[config.mk]
export PLATFORM = sky130hd
export DESIGN_NAME = mem_stage
export DESIGN_NICKNAME = d
export VERILOG_FILES = /design/src/rtl/mem_stage.sv
export SDC_FILE = /design/constraint.sdc
export NUM_CORES = 1
export LEC_CHECK = 0
export CORE_AREA = 2 2 145 147
export DETAILED_ROUTE_END_ITERATION = 7
export DIE_AREA = 0 0 147 149
export GPL_TIMING_DRIVEN = 0
export PLACE_DENSITY = 0.76
export SETUP_SLACK_MARGIN = 0.1
export SLEW_MARGIN = 10
export SYNTH_ARGS = -nofsm -noshare
export SYNTH_HDL_FRONTEND = slang
export SYNTH_SLANG_ARGS = --single-unit
[constraint.sdc]
create_clock -name clk -period 5.8 [get_ports clk]
set_clock_uncertainty 0.1 [all_clocks]
set_input_delay 0.87 -clock clk [delete_from_list [all_inputs] [get_ports clk]]
set_output_delay 0.87 -clock clk [all_outputs]
set_load 0.01 [all_outputs]
[src/rtl/mem_stage.sv]
// MEM pipeline stage: holds one EX payload, collects its data-SRAM response, offers it to WB.
// Non-memory ops reach WB one cycle after capture; loads/stores wait for data_ok; held while !wb_ready.
module mem_stage #(
  parameter int DROP_W = 2
) (
  input  logic        clk,
  input  logic        rst,
  input  logic        flush,
  input  logic        ex_valid,
  output logic        ex_ready,
  input  logic [31:0] ex_pc,
  input  logic [31:0] ex_result,
  input  logic [7:0]  ex_mem_op,
  input  logic        ex_res_from_mem,
  input  logic        ex_gr_we,
  input  logic [4:0]  ex_dest,
  input  logic        ex_req_sent,
  input  logic        ex_exc,
  input  logic [5:0]  ex_ecode,
  input  logic [8:0]  ex_esubcode,
  input  logic [31:0] ex_maddr,
  input  logic        ex_ertn,
  input  logic        ex_rdcntid,
  input  logic        data_sram_data_ok,
  input  logic [31:0] data_sram_rdata,
  output logic        wb_valid,
  input  logic        wb_ready,
  output logic [31:0] wb_pc,
  output logic [31:0] wb_result,
  output logic [7:0]  wb_mem_op,
  output logic        wb_res_from_mem,
  output logic        wb_gr_we,
  output logic [4:0]  wb_dest,
  output logic        wb_req_sent,
  output logic        wb_exc,
  output logic [5:0]  wb_ecode,
  output logic [8:0]  wb_esubcode,
  output logic [31:0] wb_maddr,
  output logic        wb_ertn,
  output logic        wb_rdcntid,
  output logic [31:0] wb_rdata,
  output logic        fwd_we,
  output logic [4:0]  fwd_dest,
  output logic [31:0] fwd_data,
  output logic        fwd_stall
);

  typedef struct packed {
    logic [31:0] pc;
    logic [31:0] result;
    logic [7:0]  mem_op;
    logic        res_from_mem;
    logic        gr_we;
    logic [4:0]  dest;
    logic        req_sent;
    logic        exc;
    logic [5:0]  ecode;
    logic [8:0]  esubcode;
    logic [31:0] maddr;
    logic        ertn;
    logic        rdcntid;
  } pl_t;

  typedef enum logic [1:0] {S_EMPTY, S_WAIT, S_DONE} state_e;

  localparam logic [DROP_W-1:0] DROP_MAX = '1;

  state_e            state_q, state_d;
  pl_t               pl_q, pl_d, ex_pl;
  logic [31:0]       rdata_q, rdata_d;
  logic [DROP_W-1:0] drop_q, drop_d;
  logic [DROP_W:0]   drop_sum;
  logic              capture, resp_take, resp_drop, inc_wait, inc_cap;

  assign ex_pl = '{pc: ex_pc, result: ex_result, mem_op: ex_mem_op,
                   res_from_mem: ex_res_from_mem, gr_we: ex_gr_we, dest: ex_dest,
                   req_sent: ex_req_sent, exc: ex_exc, ecode: ex_ecode,
                   esubcode: ex_esubcode, maddr: ex_maddr, ertn: ex_ertn,
                   rdcntid: ex_rdcntid};

  assign ex_ready  = ((state_q == S_EMPTY) | ((state_q == S_DONE) & wb_ready))
                   & (drop_q != DROP_MAX);
  assign wb_valid  = (state_q == S_DONE) & ~flush;
  assign capture   = ex_valid & ex_ready & ~flush;
  assign resp_drop = data_sram_data_ok & (drop_q != '0);
  assign resp_take = data_sram_data_ok & (drop_q == '0) & (state_q == S_WAIT);

  // A response arriving in the very cycle of the flush is consumed, so nothing extra is owed.
  assign inc_wait = flush & (state_q == S_WAIT) & ~resp_take;
  assign inc_cap  = flush & ex_valid & ex_ready & ex_req_sent;

  always_comb begin
    drop_sum = {1'b0, drop_q} + (DROP_W+1)'(inc_wait) + (DROP_W+1)'(inc_cap)
             - (DROP_W+1)'(resp_drop);
    if (drop_sum > {1'b0, DROP_MAX}) drop_d = DROP_MAX;
    else                             drop_d = drop_sum[DROP_W-1:0];
  end

  always_comb begin
    state_d = state_q;
    pl_d    = pl_q;
    rdata_d = rdata_q;
    if (flush) begin
      state_d = S_EMPTY;
      pl_d    = '0;
      rdata_d = '0;
    end else if (capture) begin
      pl_d    = ex_pl;
      rdata_d = '0;
      state_d = (ex_req_sent & ~ex_exc) ? S_WAIT : S_DONE;
    end else begin
      case (state_q)
        S_WAIT: if (resp_take) begin
          state_d = S_DONE;
          if (pl_q.res_from_mem) rdata_d = data_sram_rdata;
        end
        S_DONE:  if (wb_ready) state_d = S_EMPTY;
        S_EMPTY: state_d = S_EMPTY;
        default: state_d = S_EMPTY;
      endcase
    end
  end

  always_ff @(posedge clk or posedge rst) begin
    if (rst) begin
      state_q <= S_EMPTY;
      pl_q    <= '0;
      rdata_q <= '0;
      drop_q  <= '0;
    end else begin
      state_q <= state_d;
      pl_q    <= pl_d;
      rdata_q <= rdata_d;
      drop_q  <= drop_d;
    end
  end

  assign wb_pc           = pl_q.pc;
  assign wb_result       = pl_q.result;
  assign wb_mem_op       = pl_q.mem_op;
  assign wb_res_from_mem = pl_q.res_from_mem;
  assign wb_gr_we        = pl_q.gr_we;
  assign wb_dest         = pl_q.dest;
  assign wb_req_sent     = pl_q.req_sent;
  assign wb_exc          = pl_q.exc;
  assign wb_ecode        = pl_q.ecode;
  assign wb_esubcode     = pl_q.esubcode;
  assign wb_maddr        = pl_q.maddr;
  assign wb_ertn         = pl_q.ertn;
  assign wb_rdcntid      = pl_q.rdcntid;
  assign wb_rdata        = rdata_q;

  // Load data only becomes forwardable once the response has landed.
  assign fwd_we    = (state_q != S_EMPTY) & pl_q.gr_we & ~pl_q.exc & (pl_q.dest != 5'd0);
  assign fwd_dest  = pl_q.dest;
  assign fwd_data  = (pl_q.res_from_mem & (state_q == S_DONE)) ? rdata_q : pl_q.result;
  assign fwd_stall = fwd_we & pl_q.res_from_mem & (state_q == S_WAIT);

endmodule

# Word-level counts from Yosys, hierarchy flattened
# Cells that the tools add are included.
dict set report totals {
  wordCells 76
  ff_bits 166
  input_bits 168
}
dict set report classes {
  n_reduce_logical 11
  n_lt_le_gt_ge 1
  n_eq_ne 5
  n_bitwise 25
  n_addsub 3
  mux 15
}
# operator count
set op_table {}
lappend op_table {{$mux 130} 2}
lappend op_table {{$mux 32} 6}
lappend op_table {{$and 1x1->1} 20}
lappend op_table {{$mux 2} 6}
lappend op_table {{$reduce_bool 3->1} 3}
lappend op_table {{$ne 4x4->1 const B} 2}
lappend op_table {{$reduce_bool 2->1} 3}
lappend op_table {{$reduce_bool 5->1} 1}
lappend op_table {{$logic_not 2->1} 2}
lappend op_table {{$not 1->1} 4}
lappend op_table {{$pmux 2 s2} 1}
lappend op_table {{$add 2x1->3} 1}
lappend op_table {{$add 3x1->3} 1}
lappend op_table {{$gt 3x2->1 const B} 1}
lappend op_table {{$reduce_and 3->1} 1}
lappend op_table {{$sub 3x1->3} 1}
lappend op_table {{$eq 2x1->1 const B} 1}
lappend op_table {{$eq 2x2->1 const B} 1}
lappend op_table {{$ne 2x2->1 const B} 1}
lappend op_table {{$reduce_and 2->1} 1}
lappend op_table {{$or 1x1->1} 1}

# Longest topological paths before layout
dict set report logic_depth {
  word_depth 10
  depth_mapped 10
  ltp_nobuf 8
}

# Worst setup path after synthesis
# OpenSTA, ideal clock, no wires.
dict set report synth_timing {
  path_type {input -> register}
  start {in flush}
  end {reg drop_q[0]}
  cell_stages 10
  path_slack_ps 2545
  t_required_ps 5577
  t_arrival_ps 3032
  cell_sequence {buf_2 > clkbuf_1 > buf_1 > nand3_1 > ha_1 > inv_1 > fa_1 > fa_1 > xor2_1 > nand2b_1}
}
dict set report synth_via {
  elab_chain_len 7
}
# element line_no
set synth_rtl {}
lappend synth_rtl {{start, declared} 8} ;# input logic flush,
lappend synth_rtl {{$and 1x1->1, on equally long branches (2 in series)} {89, 90}}
lappend synth_rtl {{$add 2x1->3 or $and 1x1->1 (tied branches)} {93, 90}}
lappend synth_rtl {{$add 3x1->3 (*)} 93} ;# drop_sum = {1'b0, drop_q} + (DROP_W+1)'(inc_wait) + (DROP_W+1)'(inc_cap)
lappend synth_rtl {{$sub 3x1->3 (*)} 94} ;# - (DROP_W+1)'(resp_drop);
lappend synth_rtl {{$gt 3x2->1} 95} ;# if (drop_sum > {1'b0, DROP_MAX}) drop_d = DROP_MAX;
lappend synth_rtl {{$mux 2 (*)} 95}
lappend synth_rtl {{net drop_d[0]} 71} ;# logic [DROP_W-1:0] drop_q, drop_d;
lappend synth_rtl {{end signal, assigned} 134} ;# drop_q <= drop_d;
lappend synth_rtl {{end, declared} 71}
# The timed path passes the listed nets; every way through them passes the cells marked *.
# A chain may end at the register's enable or synchronous reset.

# Worst setup path after layout
# Same ends and word-level chain as after synthesis.

==> impl_summary.log <==
INFO  metric critical_path_peak_fanout = 10
INFO  metric wl_per_cell = 17.5 microns
INFO  metric timing.hold.worst_endpoint = wb_pc[27]$_DFFE_PP0P_
INFO  metric drt-vias-per-instance = between 4 and 5
INFO  metric post_detailed_route_drc_marker_count = 0
INFO  metric finalNetCount = 1,346
INFO  metric postCtsSetupBuffers = 0
INFO  metric fin_crit_sh = roughly three fifths
INFO  metric rrSetupSlack = 3190 ps
INFO  metric share_of_total_power_in_combinational_logic = 33.4%
INFO  metric cts-resized-gates = 0
INFO  metric first_iter_violations = between 300 and 400
INFO  metric boundaryPins = 371
INFO  metric via_count = 7,011
INFO  metric r2r-end = drop_q[0]$_DFF_PP0_
INFO  metric status = complete, no violations
INFO  metric worstHoldPathCells = 2
INFO  metric setup.worst_path.start_class = primary input
INFO  metric place_hpwl = 19,100 microns
INFO  metric netlist-cell-type-count = 30
INFO  metric cts.clk_slew.worst_paths = 60 ps
INFO  metric drt_first_pass_iters = 6
INFO  metric synthesized_flop_and_latch_total = 166
INFO  metric initial_core_utilization = 34.8%
INFO  metric irDropWorstVdd = 0.000228 V
INFO  metric total_leakage_power = 4.86 nW
INFO  metric clk_latency = 420 ps
INFO  metric most-common-layout-cells = 369 x clkdlybuf4s50_1, 328 x nand2_1, 166 x dfrtp_1
INFO  metric timing_worst_setup_path_type = in2reg
INFO  metric final_max_slew_viols = 0
INFO  metric yosysSeqAreaShare = 58.0%
INFO  metric worstRegToRegCells = 10
INFO  metric worst_slew_pin_slew = 786 ps
INFO  metric die_area = approximately 22,000 sq um
INFO  metric die_outline_width = between 100 and 150 microns
INFO  metric fp.coreArea = 20,600 sq um
INFO  metric postSynthAreaPerCell = 9.11 sq um
INFO  metric drv_cap = 0
INFO  metric netlist_area = 7160 sq um
INFO  metric final_design_area_no_fill = between 10,000 and 15,000 sq um
INFO  metric p_clk_share = 29.1%
INFO  metric seq_power_share = 37.5%
INFO  metric required = 6000 ps
INFO  metric global_route_wire_length_before_repair = about 39,000 microns
INFO  metric ys_warn_count = 0
INFO  metric cts.htree.levels = 4
INFO  metric cts_tree = done
INFO  metric numCtsBuffers = 17
INFO  metric grt_setup_unrepaired = false
INFO  metric timing.final.ws_setup = 2290 ps
INFO  metric n_fill_cell = roughly 1.9k
INFO  metric fmax = 285 MHz
INFO  metric clockRootBuffer = clkbuf_16
INFO  metric wl = about 26,000 microns
INFO  metric drive_above_1_share = 8.77%
INFO  metric synthesis.nets = 957
INFO  metric number_of_antenna_violations_at_the_first_check_in_global_routing = 1
INFO  metric insertedDiodeCount = 0
INFO  metric placement.io_buffers = 369
INFO  metric sw_frac_of_total = 32.1%
INFO  metric p_switching = 1.22 mW
INFO  metric clock_sinks = 166
INFO  metric first_global_vias = 6,845
INFO  metric report.final.hold_viol_count = 0
INFO  metric dpl_cell_area = 11,200 sq um
INFO  metric grt_start_max_net_pins = 86
INFO  metric endpoint_kind = flip-flop
INFO  metric cts.path.max_buffers = 2
INFO  metric fin_crit = approximately 3500 ps
INFO  metric synth_cells = 786
INFO  metric area_delta_synth_final = 64.7%
INFO  metric most_frequent_standard_cell_in_the_layout_excluding_fill_and_tap_cells = clkdlybuf4s50_1
INFO  metric power.internal = about 2.6 mW
INFO  metric grt_use_total = 23.0%
INFO  metric globalplace.congestion = between 0.8 and 0.9
INFO  metric die-height = 149 microns
INFO  metric cts_hold_repair.buffers = 0
INFO  metric timing.critical_path.arrival = about 3700 ps
INFO  metric worst_slew_margin_rel = 47.6%
INFO  metric detailedPlace.worstSlack = around 1800 ps
INFO  metric final-setup-viol-count = 0
INFO  metric power_per_cell_area = 322 nW/um^2
INFO  metric timing.hold.worst.start = wb_pc[27]$_DFFE_PP0P_
INFO  metric globalRouteOverflowTotal = 0
INFO  metric critical_path.reg2reg.startpoint = state_q[1]$_DFFE_PP0P_
INFO  metric timing.hold.worst.class = reg2reg
INFO  metric rows = 53
INFO  metric ant_nets = 0
logic make-up after synthesis:
| logic type | share of synthesized area [%] |
|---|---|
| AND/OR/NAND/NOR | 19.2 |
| buffers and inverters | 4.98 |
| flip-flops | 58.0 |
| AO/OA/AOI/OAI | 11.9 |
| XOR/XNOR | 0.122 |
| multiplexers | 5.03 |
| adder cells (fa/ha/maj) | 0.734 |
worst max-delay path, stage by stage:
cell and delay, ps:
buf_2 240, clkbuf_1 520, buf_1 480, nand3_1 160, ha_1 310, inv_1 50, fa_1 380, fa_1 420
xor2_1 200, nand2b_1 80
registers in the layout, summed over array words and instances, names as in the netlist, 5 cells and up:
name and flops:
fwd_dest 5, wb_ecode 6, wb_esubcode 9, wb_maddr 32, wb_mem_op 8, wb_pc 32
wb_rdata 32, wb_result 32
power by group through the flow:
stage                     logic [mW]  clock network (mW)  registers [mW]
after floorplan                0.532                   0            1.49
after detailed placement        1.28                   0            1.45
after global placement          1.26                   0            1.44
final                           1.27                1.11            1.42
after CTS                       1.29                1.13            1.42
after global routing            1.39                1.18            1.44
final cells by class:
type,count,area (sq um),area share (%)
timing repair buffer,370,3720,31.5
clock inverter,11,126,1.07
buffer,61,338,2.86
multi-input combinational,554,2650,22.5
sequential,166,4150,35.2
inverter,5,26.3,0.223
clock buffer,19,433,3.67
tap,275,344,2.92
how the worst max path moves through the flow:
| stage | slack [ps] | startpoint | depth (start not counted) | end |
|---|---|---|---|---|
| 2_1_floorplan | 340 | rst | 1 | drop_q[0]$_DFF_PP0_ |
| 3_3_place_gp | -2040 | rst | 2 | wb_result[13]$_DFFE_PP0P_ |
| 3_5_place_dp | 1810 | flush | 10 | drop_q[0]$_DFF_PP0_ |
| 4_1_cts | 2180 | state_q[0]$_DFFE_PP0P_ | 4 | fwd_data[18] |
| 5_1_grt | 2140 | state_q[0]$_DFFE_PP0P_ | 4 | fwd_data[18] |
| 6_report | 2290 | flush | 10 | drop_q[0]$_DFF_PP0_ |
layer usage:
layer | up-vias | part of all wire, % | GRT usage (%)
met5 | - | 0.047 | 0
met4 | 2 | 2.3 | 7.45
met3 | 39 | 7.0 | 6.36
met2 | 259 | 50 | 39.0
met1 | 3385 | 40 | 28.6
li1 | 3326 | - | -
per-stage QoR:
stage               hold WS (ps)  power (mW)  instances  TNS, ps  utilization (%)
CTS                          423        3.84       1461        0             57.4
global route                 436        4.01       1461        0             57.4
floorplan                    455        2.02        786        0                -
global placement             409        2.70       1430  -336250             54.5
finish                       421        3.80       1461        0             57.4
detailed placement           414        2.73       1431        0             54.7
Yosys cell counts:
| cell | number | area share (%) |
|---|---|---|
| ha_1 | 1 | 0.17 |
| and2_1 | 1 | 0.087 |
| or3b_4 | 1 | 0.16 |
| nand2b_1 | 3 | 0.26 |
| nand2_1 | 328 | 17 |
| o21ai_0 | 1 | 0.070 |
| nor2b_1 | 2 | 0.17 |
| nor2_4 | 1 | 0.16 |
| dfrtp_1 | 166 | 58 |
| a211oi_2 | 1 | 0.17 |
| and3_1 | 1 | 0.087 |
| nand3b_1 | 3 | 0.31 |
| buf_2 | 18 | 1.3 |
| nor3b_1 | 2 | 0.21 |
| or4_1 | 1 | 0.10 |
| a21oi_2 | 1 | 0.12 |
| clkbuf_1 | 23 | 1.2 |
| nor3_1 | 1 | 0.070 |
| buf_4 | 15 | 1.6 |
| o21a_1 | 1 | 0.10 |
| nor2_1 | 4 | 0.21 |
| inv_1 | 5 | 0.26 |
| xor2_1 | 1 | 0.12 |
| fa_1 | 2 | 0.56 |
| nand3_1 | 3 | 0.21 |
| buf_6 | 4 | 0.63 |
| a31o_2 | 1 | 0.12 |
| a21oi_1 | 162 | 11 |
| mux2_2 | 32 | 5.0 |
| buf_1 | 1 | 0.052 |
Power figures use the tool's default switching activity.
